===== src/rtl/muldiv_sequencer_pkg.sv =====
// muldiv_sequencer_pkg: op codes, alu_status codes and FSM states shared by the mul/div sequencer, hazard control and EX decode
package muldiv_sequencer_pkg;
  localparam logic [1:0] MD_OP_MUL  = 2'b00;
  localparam logic [1:0] MD_OP_MULH = 2'b01;
  localparam logic [1:0] MD_OP_DIVU = 2'b10;
  localparam logic [1:0] MD_OP_REMU = 2'b11;
  localparam logic [1:0] ALU_ST_IDLE      = 2'b00;
  localparam logic [1:0] ALU_ST_DONE      = 2'b01;
  localparam logic [1:0] ALU_ST_BUSY      = 2'b10;
  localparam logic [1:0] ALU_ST_BUSY_LAST = 2'b11;
  typedef enum logic [1:0] {ST_IDLE, ST_RUN, ST_DONE} state_t;
endpackage


===== src/rtl/muldiv_step.sv =====
// muldiv_step: one combinational shift-add multiply or restoring divide iteration; acc={hi,lo}, operand=multiplicand or divisor, nxt=acc after the step
module muldiv_step #(
  parameter int WIDTH = 16
) (
  input  logic               is_div,
  input  logic [2*WIDTH-1:0] acc,
  input  logic [WIDTH-1:0]   operand,
  output logic [2*WIDTH-1:0] nxt
);
  logic [WIDTH-1:0] hi, lo;
  logic [WIDTH:0] sum, trial;
  logic ge;
  always_comb begin
    hi = acc[2*WIDTH-1:WIDTH];
    lo = acc[WIDTH-1:0];
    sum = {1'b0, hi} + (lo[0] ? {1'b0, operand} : '0);
    trial = {hi, lo[WIDTH-1]};
    ge = trial >= {1'b0, operand};
    nxt = is_div ? (ge ? {WIDTH'(trial - {1'b0, operand}), lo[WIDTH-2:0], 1'b1} : {acc[2*WIDTH-2:0], 1'b0})
                 : {sum, lo[WIDTH-1:1]};
  end
endmodule


===== src/rtl/muldiv_sequencer.sv =====
// muldiv_sequencer: sequences the iterative EX-stage multiply/divide unit and drives alu_status for hazard control
// ports: clk, rst (sync, active high), start/op/src_a/src_b issue, flush kill; result/result_valid, alu_status, busy out
module muldiv_sequencer import muldiv_sequencer_pkg::*; #(
  parameter int WIDTH = 16,
  parameter int CNT_W = 5
) (
  input  logic             clk,
  input  logic             rst,
  input  logic             start,
  input  logic [1:0]       op,
  input  logic [WIDTH-1:0] src_a,
  input  logic [WIDTH-1:0] src_b,
  input  logic             flush,
  output logic [WIDTH-1:0] result,
  output logic             result_valid,
  output logic [1:0]       alu_status,
  output logic             busy
);
  state_t state;
  logic [CNT_W-1:0] count;
  logic [2*WIDTH-1:0] acc, nxt;
  logic [WIDTH-1:0] operand, fin;
  logic [1:0] op_q;
  logic dz, zero_div, last;
  muldiv_step #(.WIDTH(WIDTH)) u_step (.is_div(op_q[1]), .acc(acc), .operand(operand), .nxt(nxt));
  assign zero_div = op[1] && src_b == '0;
  assign last = count == CNT_W'(1);
  // divide by zero skips iterating: acc still holds the dividend in its low half
  assign fin = dz ? (op_q == MD_OP_DIVU ? '1 : acc[WIDTH-1:0])
                  : (op_q == MD_OP_MUL || op_q == MD_OP_DIVU) ? nxt[WIDTH-1:0] : nxt[2*WIDTH-1:WIDTH];
  assign result_valid = state == ST_DONE;
  assign busy = state == ST_RUN;
  assign alu_status = state == ST_RUN ? (last ? ALU_ST_BUSY_LAST : ALU_ST_BUSY)
                    : state == ST_DONE ? ALU_ST_DONE : ALU_ST_IDLE;
  always_ff @(posedge clk) begin
    if (rst) begin
      state <= ST_IDLE;
      count <= '0;
      acc <= '0;
      operand <= '0;
      op_q <= MD_OP_MUL;
      dz <= 1'b0;
      result <= '0;
    end else if (flush) begin
      state <= ST_IDLE;
      count <= '0;
    end else if (state == ST_RUN) begin
      acc <= nxt;
      count <= count - CNT_W'(1);
      if (last) begin
        state <= ST_DONE;
        result <= fin;
      end
    end else if (start) begin
      state <= ST_RUN;
      op_q <= op;
      operand <= op[1] ? src_b : src_a;
      acc <= {{WIDTH{1'b0}}, op[1] ? src_a : src_b};
      dz <= zero_div;
      count <= zero_div ? CNT_W'(1) : CNT_W'(WIDTH);
    end else begin
      state <= ST_IDLE;
    end
  end
endmodule


===== config.mk =====
export PLATFORM = sky130hd
export DESIGN_NAME = muldiv_sequencer
export DESIGN_NICKNAME = d
export VERILOG_FILES = /design/src/rtl/muldiv_sequencer_pkg.sv /design/src/rtl/muldiv_step.sv /design/src/rtl/muldiv_sequencer.sv
export SDC_FILE = /design/constraint.sdc
export NUM_CORES = 1
export LEC_CHECK = 0
export CAP_MARGIN = 30
export CELL_PAD_IN_SITES_DETAIL_PLACEMENT = 1
export CELL_PAD_IN_SITES_GLOBAL_PLACEMENT = 1
export CORE_ASPECT_RATIO = 1.5
export CORE_MARGIN = 2
export CORE_UTILIZATION = 44
export CTS_BUF_LIST = sky130_fd_sc_hd__clkbuf_16
export CTS_CLUSTER_DIAMETER = 200
export DETAILED_ROUTE_END_ITERATION = 10
export GPL_ROUTABILITY_DRIVEN = 0
export HOLD_SLACK_MARGIN = 0.02
export PLACE_DENSITY_LB_ADDON = 0.1
export SLEW_MARGIN = 30
export SYNTH_ARGS = -nofsm -noshare
export SYNTH_HDL_FRONTEND = slang
export SYNTH_HIERARCHICAL = 1
export SYNTH_SLANG_ARGS = --single-unit

===== constraint.sdc =====
create_clock -name clk -period 3.92 [get_ports clk]
set_input_delay 0.588 -clock clk [delete_from_list [all_inputs] [get_ports clk]]
set_output_delay 0.588 -clock clk [all_outputs]
set_load 0.02 [all_outputs]

## After elaboration in Yosys (flattened, before gate mapping)

Index checks and enable logic that the tools add are counted.

- Flip-flop bits (word level): 74
- Bits of input ports: 38
- Output and inout bits: 20

- Add/sub/neg operators: 3
- $lt $le $gt $ge: 1
- Equality and inequality tests: 5
- Mux-type cells: 19
- Bitwise operators: 2
- Reduce and logical (&&, ||, !) cells: 9

Operators with widths:

| kind | count |
|---|---|
| $mux 32 | 4 |
| $mux 16 | 6 |
| $add 16x16->17 | 1 |
| $ge 17x16->1 | 1 |
| $logic_not 16->1 | 1 |
| $sub 16x16->16 | 1 |
| $mux 5 | 3 |
| $mux 2 | 3 |
| $reduce_and 3->1 | 2 |
| $eq 5x1->1 const B | 1 |
| $sub 5x1->5 const B | 1 |
| $eq 2x2->1 const B | 2 |
| $mux 1 | 3 |
| $eq 2x1->1 const B | 1 |
| $logic_not 2->1 | 1 |
| $ne 2x1->1 const B | 1 |
| $not 1->1 | 2 |
| $reduce_and 2->1 | 1 |
| $reduce_bool 2->1 | 1 |
| $reduce_or 2->1 | 1 |
| $logic_and 1x1->1 | 1 |
| $logic_or 1x1->1 | 1 |

## Logic depth before layout (Yosys ltp)

Gate-level depths: netlist of the first run.

- Depth after elaboration: 5
- Gate-level depth with buffers: 15
- Gate-level depth less buffers: 15

## Hierarchy

Netlist of the first run, hierarchy kept.

Modules (own cells, without submodules):

| module | times used | cells an instance | area an instance (µm²) | seq. area each (µm²) |
|---|---|---|---|---|
| muldiv_sequencer | 1 | 401 | 3611.0 | 1481.4 |
| muldiv_step | 1 | 305 | 2163.3 | 0.0 |

## Worst setup path before layout of the first run

OpenSTA, ideal clock, no wires.

- Path kind: reg2reg
- Start point: register acc[0]
- End point: register result[15]
- Setup time: 132 ps
- Data arrival time: 3264 ps
- Required time: 3788 ps
- Setup slack: 524 ps
- Cell stages (with the launch flop): 16
- Buffers on the path: 1
- Clock period less this slack: 3396 ps
- Path through: dfxtp_1 -> clkbuf_1 -> and2_1 -> ha_1 -> fa_1 -> a21oi_1 -> o211ai_1 -> o41ai_2 -> o221a_2 -> nor3_1 -> or4_1 -> o311ai_0 -> nor2_1 -> mux2_2 -> o211ai_1 -> a21oi_1

- Word-level cells in the longest chain between the ends: 5

Ends and longest elaborated chain:

| element | line | text |
|---|---|---|
| start, declared | muldiv_sequencer.sv:21 | `logic [2*WIDTH-1:0] acc, nxt;` |
| start signal, assigned | muldiv_sequencer.sv:48 | `acc <= nxt;` |
| start signal, assigned | muldiv_sequencer.sv:58 | `acc <= {{WIDTH{1'b0}}, op[1] ? src_a : src_b};` |
| $mux 16 | muldiv_step.sv:16 | `sum = {1'b0, hi} + (lo[0] ? {1'b0, operand} : '0);` |
| $add 16x16->17 | muldiv_step.sv:16 |  |
| $mux 32 | muldiv_step.sv:19 | `nxt = is_div ? (ge ? {WIDTH'(trial - {1'b0, operand}), lo[WIDTH-2:0], 1'b1} : {acc[2*WIDTH-2:0], 1'b0})` |
| named net nxt[31] | muldiv_sequencer.sv:21 |  |
| $mux 16 | muldiv_sequencer.sv:30 | `: (op_q == MD_OP_MUL \|\| op_q == MD_OP_DIVU) ? nxt[WIDTH-1:0] : nxt[2*WIDTH-1:WIDTH];` |
| $mux 16 | muldiv_sequencer.sv:29 | `assign fin = dz ? (op_q == MD_OP_DIVU ? '1 : acc[WIDTH-1:0])` |
| end signal, assigned | muldiv_sequencer.sv:52 | `result <= fin;` |
| end, declared | muldiv_sequencer.sv:14 | `output logic [WIDTH-1:0] result,` |

The timed path passes the listed nets, and every way through them passes these cells.
A chain may end at the register's enable or synchronous reset.

## Final worst setup path of the first run

- Start point: register operand[0]
- End point: register result[15]

- Word-level cells in the longest chain between the ends: 5
- Elaborated cells between the ends (all ways): 8

Ends and longest elaborated chain:

| element | line | text |
|---|---|---|
| start, declared | muldiv_sequencer.sv:22 | `logic [WIDTH-1:0] operand, fin;` |
| start signal, assigned | muldiv_sequencer.sv:57 | `operand <= op[1] ? src_b : src_a;` |
| $mux 16, or another cell as far along | muldiv_step.sv:16 |  |
| $add 16x16->17 or $mux 32 (tied branches) | muldiv_step.sv:16, muldiv_step.sv:19 |  |
| $mux 32 (*) | muldiv_step.sv:19 |  |
| named net nxt[31] | muldiv_sequencer.sv:21 |  |
| $mux 16 (*) | muldiv_sequencer.sv:30 |  |
| $mux 16 (*) | muldiv_sequencer.sv:29 |  |

Mark *: on every way through the listed nets, which the timed path passes. The rest lies on a longest branch.

==> results of run 1 <==
## sequential cells by signal, summed over array words and instances (netlist names)
signal   flops
acc         32
count        5
dz           1
op_q         2
operand     16
result      16
state        2
## cell families after synthesis
| group | after synthesis | share of synthesized area, % |
|---|---|---|
| and+or+nand+nor | 220 | 19.13 |
| adders and majority gates | 36 | 8.061 |
| AOI/OAI and AO/OA | 203 | 23.36 |
| xor gates and xnor gates | 23 | 3.489 |
| buffers and inverters | 76 | 6.782 |
| muxes | 74 | 13.52 |
| DFF | 74 | 25.66 |
## area by class of cell
cell class / instances / area share, %
Clock buffer: 9 / 3.349
Timing Repair Buffer: 73 / 10.12
Inverter: 30 / 1.674
Clock inverter: 7 / 1.637
Tap cell: 159 / 2.958
Sequential cell: 74 / 22.12
Multi-Input combinational cell: 556 / 58.14
## power groups by stage
stage                     clock [mW]  combinational (mW)  sequential, mW
after floorplan                    0               0.329           0.810
after global placement             0               0.447           0.829
after detailed placement           0               0.460           0.830
after CTS                      0.963               0.466           0.814
after global routing           0.992               0.507           0.819
final                          0.951               0.466           0.815
## per-stage QoR
| step | power (mW) | instances | setup slack [ps] |
|---|---|---|---|
| 2_1_floorplan | 1.139 | 706 | 524.0 |
| 3_3_place_gp | 1.276 | 891 | 233.9 |
| 3_5_place_dp | 1.290 | 891 | 108.9 |
| 4_1_cts | 2.243 | 907 | 81.85 |
| 5_1_grt | 2.318 | 908 | 6.316 |
| 6_report | 2.232 | 908 | 100.1 |
## how the worst min path moves through the flow
stage	startpoint	end	slack, ps	cells past startpoint
after global routing	result[3]	result[3]	480	2
final	result[3]	result[3]	460	2
after CTS	result[3]	result[3]	460	2
after global placement	result[15]	result[15]	450	2
after floorplan	acc[10]	acc[10]	450	2
after detailed placement	result[3]	result[3]	460	2
## routing by layer
layer / share of wire [%] / up-vias / routed length, um
met5: 0 / - / 0
met4: 3.1 / 0 / 608
met3: 3.1 / 30 / 607
met2: 52 / 144 / 10110
met1: 42 / 2685 / 8150
li1: - / 2641 / -
## synthesized netlist by cell type, drive strengths merged, types with 3 or more instances
| cell type | instances |
|---|---|
| a31oi | 5 |
| and2 | 17 |
| a211oi | 22 |
| nor3 | 16 |
| mux2i | 42 |
| o211ai | 34 |
| dfxtp | 74 |
| a22oi | 3 |
| xor2 | 10 |
| o22ai | 4 |
| or2 | 3 |
| a22o | 13 |
| or3 | 5 |
| a21o | 11 |
| or4 | 3 |
| clkbuf | 21 |
| nand3 | 5 |
| nand4 | 4 |
| and3 | 3 |
| nor2 | 66 |
| o21ai | 18 |
| buf | 25 |
| o21bai | 5 |
| mux2 | 32 |
| ha | 34 |
| nand3b | 16 |
| nand2b | 7 |
| nand2 | 63 |
| nor4 | 3 |
| a21oi | 73 |
| inv | 30 |
| xnor2 | 13 |
## critical path: cells and delay by family (launching register included)
family	cells	cell delay [ps]
compound gates	7	1650
simple gates	4	770
fa+ha+maj	2	620
flops	1	350
mux	1	290
## what timing repair did
item                                    4_1_cts  5_1_grt
setup buffers                                 0        1
endpoints found under the hold margin         0        0
endpoints found under the setup margin        0        3
gates resized for setup                       0        3
==> impl_metrics.env, run 1 <==
export IMPL_status="completed"
export IMPL_avgSynthCellArea_um2=8.179
export IMPL_crit_path_frequent_cell="o211ai_1"
export IMPL_num_rows=51
export IMPL_wirelength_um=19470
export IMPL_clkPwrFrac_pct=42.6
export IMPL_fin_crit_sh_pct=97.45
export IMPL_rr_endpoint="result[15]"
export IMPL_synth_edff_count=0
export IMPL_rr_worst_depth=14
export IMPL_path_max_fanout=3
export IMPL_initial_core_util_pct=44.80
export IMPL_drtIter0Drc=297
export IMPL_worstPathRequired_ps=4120
export IMPL_post_dp_cell_area_um2=6374
export IMPL_htree_num_levels=3
export IMPL_cts_buffers=9
export IMPL_mostFrequentLayoutCells="a21oi_1, dfxtp_1, nor2_1"
export IMPL_core_area_um2=12890
export IMPL_dieArea_um2=14070
export IMPL_nNetsFinal=818
export IMPL_worstSkewPairLatency_ps=340
export IMPL_crit_chain="and2_1 > ha_1 > fa_2 > a21oi_2 > o211ai_1 > o41ai_2 > o221a_2 > nor3_1 > or4_1 > o311ai_0 > nor2_1 > mux2_2 > o211ai_1 > a21oi_1"
export IMPL_postRouteAntennaNets=0
export IMPL_timing_hold_ws_ps=465.0
export IMPL_synth_ff_type="dfxtp_1"
export IMPL_grt_usage_pct=27.86
export IMPL_synth_nets=780
export IMPL_cts_root_buffer="clkbuf_16"
export IMPL_p_int_mw=1.597
export IMPL_ys_top_cells_by_area="dfxtp_1, ha_1, mux2i_1"
export IMPL_ys_types=62
export IMPL_fin_skew_ps=10.35
export IMPL_peakVddDrop_mv=0.2295
export IMPL_syn_area_um2=5774
export IMPL_p_leak_nw=2.760
export IMPL_grt_busiest_layer="met2"
export IMPL_slowest_stage="o41ai_2"
export IMPL_async_reset_ff_share_pct=0
export IMPL_post_drt_via_cell_ratio=6.057
export IMPL_setup_viol_count_final=0
export IMPL_p_switching_mw=0.6347
export IMPL_grt_antenna_before_repair=0
export IMPL_drive_above_1_share_pct=10.68
export IMPL_final_core_util_pct=52.17
export IMPL_rrSetupSlack_ps=100
export IMPL_first_pass_iters=5
export IMPL_ys_seq_area_share_pct=25.66
export IMPL_max_clock_path_buffers=2
export IMPL_slew_limit_headroom_pct=48.88
export IMPL_worstSetupPathType="reg -> reg"
export IMPL_die_y_um=144.3
export IMPL_r2r_start="operand[0]"
export IMPL_antennaDiodeCount=0
export IMPL_multi_input_area_um2=3910
export IMPL_cp_startpoint="operand[0]"
export IMPL_grt_remaining_overflow=0
export IMPL_fillers=1593
export IMPL_cts_tree="done"
export IMPL_vias=5500
export IMPL_min_path_type="reg -> reg"
export IMPL_switching_share_pct=28.44
export IMPL_pwr_share_comb_pct=20.9
export IMPL_powerDensity_nw_per_um2=331.9
export IMPL_drcViolationCount=0
export IMPL_tns_ps=0
export IMPL_yosys_warnings=6
export IMPL_cts_sinks=74
export IMPL_cts_hold_buf=0
export IMPL_synth_top_area_share_pct=25.66
export IMPL_grt_setup_unrepaired="false"
export IMPL_grt_met2_usage_pct=51.94
export IMPL_die_w_um=97.54
export IMPL_clock_fmax_mhz=261.8
export IMPL_area_growth_pct=16.47
export IMPL_wl_per_cell_um=21.45
export IMPL_critPathCapture="result[15]"
export IMPL_seq_area_um2=1488
export IMPL_max_stage_delay_ps=510
export IMPL_worstMarginPinSlew_ps=766.8
export IMPL_syn_inst=706
export IMPL_power_frac_seq_pct=36.5
export IMPL_grt_max_degree=53
export IMPL_crit_arrival_ps=4020
export IMPL_slew_viol_final=0
export IMPL_postLayoutCellArea_um2=6725
export IMPL_hold_violations=0
export IMPL_io_buffers=57
export IMPL_max_cap_viol_count=0
export IMPL_grt_first_pass_wirelength_um=30720
export IMPL_grt_pass1_vias=5644
export IMPL_use_met3_pct=2.803
export IMPL_hpwlAfterDp_um=14680
export IMPL_cp_start_kind="flip-flop"
export IMPL_clk_pin_slew_ps=60
export IMPL_fin_crit_ps=3820
export IMPL_worstSetupEndpointType="flip-flop"
export IMPL_synth_top_area_cell="dfxtp_1"
export IMPL_ys_seq_elements=74
export IMPL_io_pins=58
export IMPL_grt_use_met1_pct=32.85
(Power assumes the default switching activity.)
==> run 2: changes to the inputs <==
--- a/config.mk
+++ b/config.mk
@@ -10,7 +10,7 @@
 export CELL_PAD_IN_SITES_GLOBAL_PLACEMENT = 1
 export CORE_ASPECT_RATIO = 1.5
 export CORE_MARGIN = 2
-export CORE_UTILIZATION = 44
+export CORE_UTILIZATION = 47
 export CTS_BUF_LIST = sky130_fd_sc_hd__clkbuf_16
 export CTS_CLUSTER_DIAMETER = 200
 export DETAILED_ROUTE_END_ITERATION = 10
==> constraint.sdc (replaced) <==
create_clock -name clk -period 4.6 [get_ports clk]
set_input_delay 0.69 -clock clk [delete_from_list [all_inputs] [get_ports clk]]
set_output_delay 0.69 -clock clk [all_outputs]
set_load 0.02 [all_outputs]
==> impl_metrics.env, run 2 (synthesis gave the netlist of run 1 again) <==
export IMPL_status="completed"
export IMPL_slew_viol_final=0
export IMPL_worstSetupPathType="reg -> reg"
export IMPL_initial_core_util_pct=48.05
export IMPL_num_rows=49
export IMPL_peakVddDrop_mv=0.2407
export IMPL_vias=5476
export IMPL_grt_pass1_vias=5777
export IMPL_place_inst=876
export IMPL_wl_per_cell_um=21.11
export IMPL_drive_above_1_share_pct=9.582
export IMPL_reg_top3="acc (32), operand (16), result (16)"
export IMPL_min_path_type="reg -> reg"
export IMPL_io_pins=58
export IMPL_tns_ps=0
export IMPL_cp_start_kind="flip-flop"
export IMPL_instances_no_fill=894
export IMPL_fin_crit_sh_pct=86.04
export IMPL_cts_root_buffer="clkbuf_16"
export IMPL_rrSetupSlack_ps=640
export IMPL_final_core_util_pct=55.56
export IMPL_powerDensity_nw_per_um2=290.7
export IMPL_setup_viol_count_final=0
export IMPL_timing_hold_ws_ps=456.9
export IMPL_crit_arrival_ps=4160
export IMPL_p_leak_nw=2.730
export IMPL_max_clock_path_buffers=2
export IMPL_drtIter0Drc=249
export IMPL_worstPathRequired_ps=4800
export IMPL_postCtsSetupBuffers=0
export IMPL_grt_usage_pct=29.64
export IMPL_core_area_um2=12020
export IMPL_post_drt_via_cell_ratio=6.125
export IMPL_clock_fmax_mhz=252.7
export IMPL_finalPower_mw=1.941
export IMPL_clk_pin_slew_ps=60
export IMPL_grt_remaining_overflow=0
export IMPL_grt_max_degree=57
export IMPL_htree_num_levels=3
export IMPL_cts_tree="done"
export IMPL_wirelength_um=18870
export IMPL_mostFrequentLayoutCells="a21oi_1, dfxtp_1, nor2_1"
export IMPL_antennaDiodeCount=0
export IMPL_grt_antenna_before_repair=0
export IMPL_largest_reg_flops=32
export IMPL_drcViolationCount=0
export IMPL_dieArea_um2=13210
export IMPL_path_max_fanout=19
export IMPL_postRouteAntennaNets=0
export IMPL_max_cap_viol_count=0
export IMPL_rr_worst_depth=15
export IMPL_hold_path_cell_count=2
export IMPL_fin_skew_ps=4.934
export IMPL_worstSetupEndpointType="flip-flop"
export IMPL_cts_hold_buf=0
export IMPL_die_y_um=139.8
export IMPL_area_growth_pct=15.62
export IMPL_cts_sinks=74
export IMPL_die_w_um=94.50
export IMPL_worstMarginPinSlew_ps=972.5
export IMPL_grt_first_pass_wirelength_um=30610
export IMPL_slew_limit_headroom_pct=35.17
export IMPL_top_register="acc"
export IMPL_hpwlAfterDp_um=14200
export IMPL_io_buffers=57
export IMPL_worstSkewPairLatency_ps=340
export IMPL_cts_resized=0
export IMPL_first_pass_iters=5
export IMPL_fin_crit_ps=3958
export IMPL_hold_violations=0
export IMPL_grt_setup_unrepaired="false"
export IMPL_nNetsFinal=810
export IMPL_cts_buffers=9
run 2: layout make-up:
type / count / area, um2
Multi-Input combinational cell: 556 / 3906
Sequential cell: 74 / 1484
Clock buffer: 9 / 225.2
Timing Repair Buffer: 65 / 624.3
Tap cell: 153 / 191.4
Clock inverter: 7 / 132.6
Inverter: 30 / 112.6
Fill cell: 1478 / 5340
run 2: final timing paths:
path | startpoint | endpoint
setup / recovery | acc[0] | result[15]
hold / removal | result[13] | result[13]
setup reg to reg | acc[0] | result[15]
hold reg to reg | result[13] | result[13]
run 2: per-stage QoR:
| step | instance area (um2) | worst slack (ps) |
|---|---|---|
| floorplan | 5774 | 1204 |
| global placement | 6294 | 907.4 |
| detailed placement | 6297 | 739.6 |
| CTS | 6655 | 733.7 |
| global route | 6676 | 470.3 |
| finish | 6676 | 642.1 |
run 2: where the power goes:
| part | switching (mW) | internal, mW | total, mW |
|---|---|---|---|
| clock network | 0.281 | 0.580 | 0.861 |
| logic | 0.218 | 0.168 | 0.386 |
| registers | 0.0300 | 0.664 | 0.694 |
| total | 0.529 | 1.41 | 1.94 |
run 2: layer usage:
metal | GRT usage, % | vias up | routed length, um
li1 | - | 2619 | -
met1 | 35.90 | 2697 | 7911
met2 | 52.82 | 125 | 9764
met3 | 3.140 | 35 | 586
met4 | 11.44 | 0 | 604
met5 | 0 | - | 0
run 2: critical path, stage by stage (launching register included):
cell and delay [ps]:
dfxtp_1 530, and2_1 260, ha_1 220, fa_1 420, a21oi_1 240, o211ai_1 190, o41ai_2 230, buf_4 190
o221a_2 190, nor3_1 60, or4_1 420, o311ai_0 150, nor2_1 160, mux2_2 290, o211ai_1 170, a21oi_1 80
